$ cat src/rtl/serialtopar_sync.sv
// Serial-to-parallel deserializer with comma-based word alignment.
// Hunts for COMMA, confirms it on LOCK_CNT word boundaries, then delivers words until misaligned commas force a re-search.
module serialtopar_sync #(
  parameter int               WIDTH      = 8,
  parameter logic [WIDTH-1:0] COMMA      = WIDTH'(8'hBC),
  parameter int               LOCK_CNT   = 4,
  parameter int               UNLOCK_CNT = 2
) (
  input  logic             clk,
  input  logic             reset,
  input  logic             data_in,
  output logic [WIDTH-1:0] data_out,
  output logic             valid_out,
  output logic             word_stb,
  output logic             locked
);

  localparam int BW = $clog2(WIDTH);

  typedef enum logic [1:0] {SEARCH, ALIGN, LOCKED} state_t;

  state_t           state_q, state_d;
  // Only the WIDTH-1 newest bits need keeping; the oldest bit of shift falls out next cycle.
  logic [WIDTH-2:0] shreg_q, shreg_d;
  logic [BW-1:0]    bit_cnt_q, bit_cnt_d;
  logic [3:0]       comma_cnt_q, comma_cnt_d;
  logic [3:0]       miss_cnt_q, miss_cnt_d;
  logic [WIDTH-1:0] data_out_q, data_out_d;
  logic             valid_out_q, valid_out_d;
  logic             word_stb_q, word_stb_d;
  logic             locked_q, locked_d;

  logic [WIDTH-1:0] shift;
  logic             boundary;
  logic             is_comma;
  logic [3:0]       comma_inc;
  logic [3:0]       miss_inc;

  always_comb begin
    shift     = {data_in, shreg_q};
    boundary  = (bit_cnt_q == BW'(WIDTH - 1));
    is_comma  = (shift == COMMA);
    comma_inc = (comma_cnt_q == 4'hF) ? comma_cnt_q : comma_cnt_q + 4'd1;
    miss_inc  = (miss_cnt_q  == 4'hF) ? miss_cnt_q  : miss_cnt_q  + 4'd1;

    state_d     = state_q;
    shreg_d     = shift[WIDTH-1:1];
    bit_cnt_d   = boundary ? '0 : bit_cnt_q + BW'(1);
    comma_cnt_d = comma_cnt_q;
    miss_cnt_d  = miss_cnt_q;
    data_out_d  = data_out_q;
    valid_out_d = valid_out_q;
    word_stb_d  = 1'b0;

    // Boundary capture uses the pre-transition state, so an ALIGN->LOCKED word stays invalid.
    if (state_q != SEARCH && boundary) begin
      data_out_d  = shift;
      word_stb_d  = 1'b1;
      valid_out_d = (state_q == LOCKED) && !is_comma;
    end

    case (state_q)
      SEARCH: begin
        valid_out_d = 1'b0;
        if (is_comma) begin
          bit_cnt_d   = '0;
          comma_cnt_d = 4'd1;
          miss_cnt_d  = '0;
          state_d     = (LOCK_CNT == 1) ? LOCKED : ALIGN;
        end
      end
      ALIGN: begin
        if (boundary) begin
          if (is_comma) begin
            comma_cnt_d = comma_inc;
            if (comma_inc >= 4'(LOCK_CNT)) begin
              state_d    = LOCKED;
              miss_cnt_d = '0;
            end
          end else begin
            state_d     = SEARCH;
            comma_cnt_d = '0;
          end
        end
      end
      LOCKED: begin
        if (is_comma && boundary) begin
          miss_cnt_d = '0;
        end else if (is_comma) begin
          miss_cnt_d = miss_inc;
          if (miss_inc >= 4'(UNLOCK_CNT)) begin
            state_d     = SEARCH;
            miss_cnt_d  = '0;
            comma_cnt_d = '0;
            valid_out_d = 1'b0;
            word_stb_d  = 1'b0;
          end
        end
      end
      default: state_d = SEARCH;
    endcase

    locked_d = (state_d == LOCKED);
  end

  always_ff @(posedge clk) begin
    if (reset) begin
      state_q     <= SEARCH;
      shreg_q     <= '0;
      bit_cnt_q   <= '0;
      comma_cnt_q <= '0;
      miss_cnt_q  <= '0;
      data_out_q  <= '0;
      valid_out_q <= 1'b0;
      word_stb_q  <= 1'b0;
      locked_q    <= 1'b0;
    end else begin
      state_q     <= state_d;
      shreg_q     <= shreg_d;
      bit_cnt_q   <= bit_cnt_d;
      comma_cnt_q <= comma_cnt_d;
      miss_cnt_q  <= miss_cnt_d;
      data_out_q  <= data_out_d;
      valid_out_q <= valid_out_d;
      word_stb_q  <= word_stb_d;
      locked_q    <= locked_d;
    end
  end

  assign data_out  = data_out_q;
  assign valid_out = valid_out_q;
  assign word_stb  = word_stb_q;
  assign locked    = locked_q;

endmodule
$ cat config.mk
export PLATFORM = sky130hd
export DESIGN_NAME = serialtopar_sync
export DESIGN_NICKNAME = d
export VERILOG_FILES = /design/src/rtl/serialtopar_sync.sv
export SDC_FILE = /design/constraint.sdc
export NUM_CORES = 1
export LEC_CHECK = 0
export ABC_AREA = 1
export BUFFER_PORTS_ARGS = -buffer_cell sky130_fd_sc_hd__clkbuf_2
export CAP_MARGIN = 40
export CORE_MARGIN = 3
export CORE_UTILIZATION = 40
export DETAILED_ROUTE_END_ITERATION = 10
export PLACE_DENSITY_LB_ADDON = 0.25
export SLEW_MARGIN = 10
export SYNTH_ARGS = -nofsm -noshare
export SYNTH_HDL_FRONTEND = slang
export SYNTH_SLANG_ARGS = --single-unit
export TNS_END_PERCENT = 30
$ cat constraint.sdc
create_clock -name clk -period 3.9 [get_ports clk]
set_input_delay 0 -clock clk [delete_from_list [all_inputs] [get_ports clk]]
set_output_delay 0 -clock clk [all_outputs]
set_load 0.02 [all_outputs]
==> impl_summary.txt <==
----------------------------------------------------
[Synth]
  Top cells by count, synth ... 37 x sky130_fd_sc_hd__nand2_1, 31 x sky130_fd_sc_hd__dfxtp_1, 25 x sky130_fd_sc_hd__inv_1
  Proportion of netlist area held by the largest area contributor ... 0.410
  YS warnings ... 0
  Part of the Yosys area used for sequential elements ... 0.410
  Cell taking the most area after synthesis ... sky130_fd_sc_hd__dfxtp_1
  Post-synth ARST share ... 0
  Post-Synthesis Net Count ... between 200 and 250
  Flops & latches, synth ... 31
  Synthesized area divided by synthesized cell count ... between 7 and 8 um^2
  Unique masters post-synth ... 26
  Top_reg_cell synth ... sky130_fd_sc_hd__dfxtp_1
  Library cell with the highest instance count after synthesis ... sky130_fd_sc_hd__nand2_1
  Most area-consuming cells after synthesis ... sky130_fd_sc_hd__dfxtp_1 41%, sky130_fd_sc_hd__nand2_1 9.2%, sky130_fd_sc_hd__ha_1 6.6%, sky130_fd_sc_hd__inv_1 6.2%, sky130_fd_sc_hd__nor2_1 6.0%
  Count of flip-flops with a built-in enable after synthesis ... 0
  Synthesized cell area ... 1510 um^2
  Post-synthesis cell count ... between 150 and 200

[Die]
  Y dimension of the die ... 67.5 um
  Floorplan die area ... around 4600 um^2
  Cell Rows ... 21
  Top-Level Pins ... 14
  Starting utilization of the core area ... 0.433
  CORE AREA ... about 3500 um^2
  Horizontal extent of the die ... between 60 and 70 um

[Placement]
  RePlAce Congestion ... 0.834
  Post-Place Setup Slack ... 2.31 ns
  Count of input and output buffers ... 13
  Final HPWL DP ... about 2000 um
  Total cell area at the placement stage ... 1610 um^2

[Worst setup path]
  Max FO, Critical Path ... 8
  Setup crit start kind ... register
  Required time of the worst setup path ... between 4 and 5 ns
  Depth of the most critical reg-to-reg path ... 9
  CP arrival ... about 1.8 ns
  Reg2reg setup slack ... approximately 2.3 ns
  Endpoint type of the worst setup path ... register
  Critical path class ... reg -> reg

[Clock tree]
  Number of hold buffers added after cts ... 1
  Number of CTS-inserted buffers ... 5
  Htree depth ... 2
  Root cell of the clock tree ... sky130_fd_sc_hd__clkbuf_8
  Clock slew at the register clock pins of the worst setup and hold paths ... 0.06 ns
  Latest clock arrival within the worst-skew pair ... between 0.2 and 0.3 ns
  Num Clock Sinks ... 31
  Post_cts resized ... 0
  CTS tree ... built
  Maximum count of clock buffers along a single path ... 2
  Number of buffers inserted to repair setup after CTS ... 0

[Routing]
  Average routed wire per standard cell ... roughly 11 um
  Drt first-iter violations ... 41
  DRC viols ... 0
  Total iterations of the first detailed-routing run ... 4
  Vias per std cell ... ~4.6
  Via count ... about 1,200
  Remaining number of nets flagged by the antenna check after routing ... 0
  Final WL ... 2770 um

[Timing]
  Unrepaired setup endpoints after global routing ... no
  Slew of the pin with the lowest slew margin ... between 0.4 and 0.5 ns
  Total Negative Setup Slacks ... 0 ns
  Final Hold Slack ... approximately 0.14 ns
  Max Slew Vio Count ... 0
  Final worst-path setup slack ... between 2 and 2.5 ns
  Time the final worst path needs with I/O delays and setup ... between 1.5 and 2 ns
  Rel. slew slack ... 0.719
  Endpoints failing setup ... 0
  Final Hold Vio Count ... 0
  Peak Freq ... 628 MHz
  Tcrit/Tclk final ... 0.409
  Worst clock skew ... ~0.0038 ns

[Flow run]
  Number of max-cap violations ... 0

[Final layout]
  Nets ... roughly 230
  Multi-input gate area in the final layout ... ~740 um^2
  Area occupied by registers ... around 620 um^2
  Antenna Diode Count ... 0
  Share of final-layout standard cells stronger than drive strength 1 ... 0.191
  Fillers ... 379
  Non-Filler Cell Area, Final ... approximately 1700 um^2
  Synthesis-to-layout area growth ... 12.9%

[Global route]
  Largest net degree at the start of global routing ... 19
  Global Route Usage Sum ... 0.148
  Antenna violations before repair ... 0
  Number of global-route vias before repair ... approximately 1,100
  Total congestion overflow ... 0
  Wire length of the first global-routing pass ... between 4000 and 5000 um

[Pwr]
  LEAKAGE ... around 0.81 nW
  Combinational Power Share ... 0.026
  IR drop worst, VDD ... 0.000264 V
  Seq pwr share ... 0.549
  Internal portion of total power ... about 0.46 mW
  Clock share of power ... 0.425
  Power per unit of standard cell area ... about 340 nW/um^2
  Switching power ... 0.124 mW
  Sw Ratio ... 0.210

[Run status]
  Result of the run ... finished, final reports clean

[Hold path]
  Hold Path Depth ... 2
  Classification of the worst-slack hold path ... in -> reg

----------------------------------------------------
-- final timing paths --
check / from / endpoint
hold / removal: reset / comma_cnt_q[1]
hold reg to reg: bit_cnt_q[0] / bit_cnt_q[0]
setup / recovery: state_q[1] / miss_cnt_q[0]
setup reg to reg: state_q[1] / miss_cnt_q[0]
-- sequential cells by signal, indices dropped and copies added (netlist names) --
name	flops
comma_cnt_q	4
shreg_q	7
miss_cnt_q	4
state_q	2
data_out	8
bit_cnt_q	3
word_stb	1
locked	1
valid_out	1
-- routing by layer --
| layer | routed length, um | vias to the layer above | GRT usage |
|---|---|---|---|
| li1 | - | 656 | - |
| met1 | 1400 | 535 | 0.180 |
| met2 | 1210 | 16 | 0.219 |
| met3 | 98 | 5 | 0.0599 |
| met4 | 65 | 0 | 0.0835 |
| met5 | 0 | - | 0 |
-- cells in the final DEF, fill, tap and decap left out --
| cell | instances |
|---|---|
| sky130_fd_sc_hd__clkbuf_8 | 6 |
| sky130_fd_sc_hd__clkinv_2 | 1 |
| sky130_fd_sc_hd__nor2_1 | 24 |
| sky130_fd_sc_hd__o21bai_4 | 1 |
| sky130_fd_sc_hd__nand2_4 | 2 |
| sky130_fd_sc_hd__nand2_2 | 2 |
| sky130_fd_sc_hd__dlygate4sd3_1 | 1 |
| sky130_fd_sc_hd__nand2_1 | 37 |
| sky130_fd_sc_hd__nor3_1 | 6 |
| sky130_fd_sc_hd__inv_1 | 25 |
| sky130_fd_sc_hd__nor2_4 | 5 |
| sky130_fd_sc_hd__clkbuf_2 | 13 |
| sky130_fd_sc_hd__xor2_1 | 1 |
| sky130_fd_sc_hd__ha_1 | 8 |
| sky130_fd_sc_hd__o21ai_2 | 1 |
| sky130_fd_sc_hd__inv_2 | 6 |
| sky130_fd_sc_hd__inv_6 | 1 |
| sky130_fd_sc_hd__nand4_1 | 2 |
| sky130_fd_sc_hd__o21ai_1 | 6 |
| sky130_fd_sc_hd__o21ai_4 | 1 |
| sky130_fd_sc_hd__dfxtp_1 | 31 |
| sky130_fd_sc_hd__a211oi_1 | 1 |
| sky130_fd_sc_hd__o21ai_0 | 7 |
| sky130_fd_sc_hd__nor2_8 | 1 |
| sky130_fd_sc_hd__nand3_1 | 10 |
| sky130_fd_sc_hd__a21oi_1 | 15 |
| sky130_fd_sc_hd__nand3_2 | 1 |
-- kinds of logic (layout without fill, tap and decap cells) --
kind of cell | count (synthesis) | count (layout) | share of synthesized area
AND/OR/NAND/NOR | 90 | 90 | 0.293
buffers and inverters | 37 | 53 | 0.0992
AO/OA/AOI/OAI | 32 | 32 | 0.126
flip-flops | 31 | 31 | 0.410
adder cells (fa/ha/maj) | 8 | 8 | 0.0661
XOR/XNOR | 1 | 1 | 0.00579
-- power by group through the flow --
stage,clock network [mW],registers (mW),logic [mW]
floorplan,0,0.329,0.0114
CTS,0.262,0.323,0.0159
global placement,0,0.329,0.0146
global route,0.276,0.323,0.0183
detailed placement,0,0.330,0.0150
finish,0.250,0.323,0.0154
-- critical path, stage by stage (launching register included) --
cell                       delay (ns)
sky130_fd_sc_hd__dfxtp_1         0.38
sky130_fd_sc_hd__inv_1           0.09
sky130_fd_sc_hd__ha_1            0.28
sky130_fd_sc_hd__inv_2           0.13
sky130_fd_sc_hd__o21ai_4         0.08
sky130_fd_sc_hd__o21bai_4        0.19
sky130_fd_sc_hd__nor2_4          0.17
sky130_fd_sc_hd__nand2_1         0.07
sky130_fd_sc_hd__nand2_1         0.06
sky130_fd_sc_hd__nor2_1          0.04
-- final cells by class --
class                           count  share of cell area
Timing Repair Buffer               14              0.0439
Multi-Input combinational cell    131               0.435
Tap cell                           46              0.0337
Sequential cell                    31               0.363
Clock inverter                      1             0.00293
Inverter                           32              0.0732
Clock buffer                        6              0.0483
-- through the flow --
| stage | power, mW | util | instances |
|---|---|---|---|
| final | 0.588 | 0.489 | 261 |
| after detailed placement | 0.345 | 0.461 | 253 |
| after floorplan | 0.341 | - | 199 |
| after global routing | 0.617 | 0.489 | 261 |
| after global placement | 0.344 | 0.461 | 253 |
| after CTS | 0.600 | 0.489 | 261 |
Power figures use the tool's default switching activity.
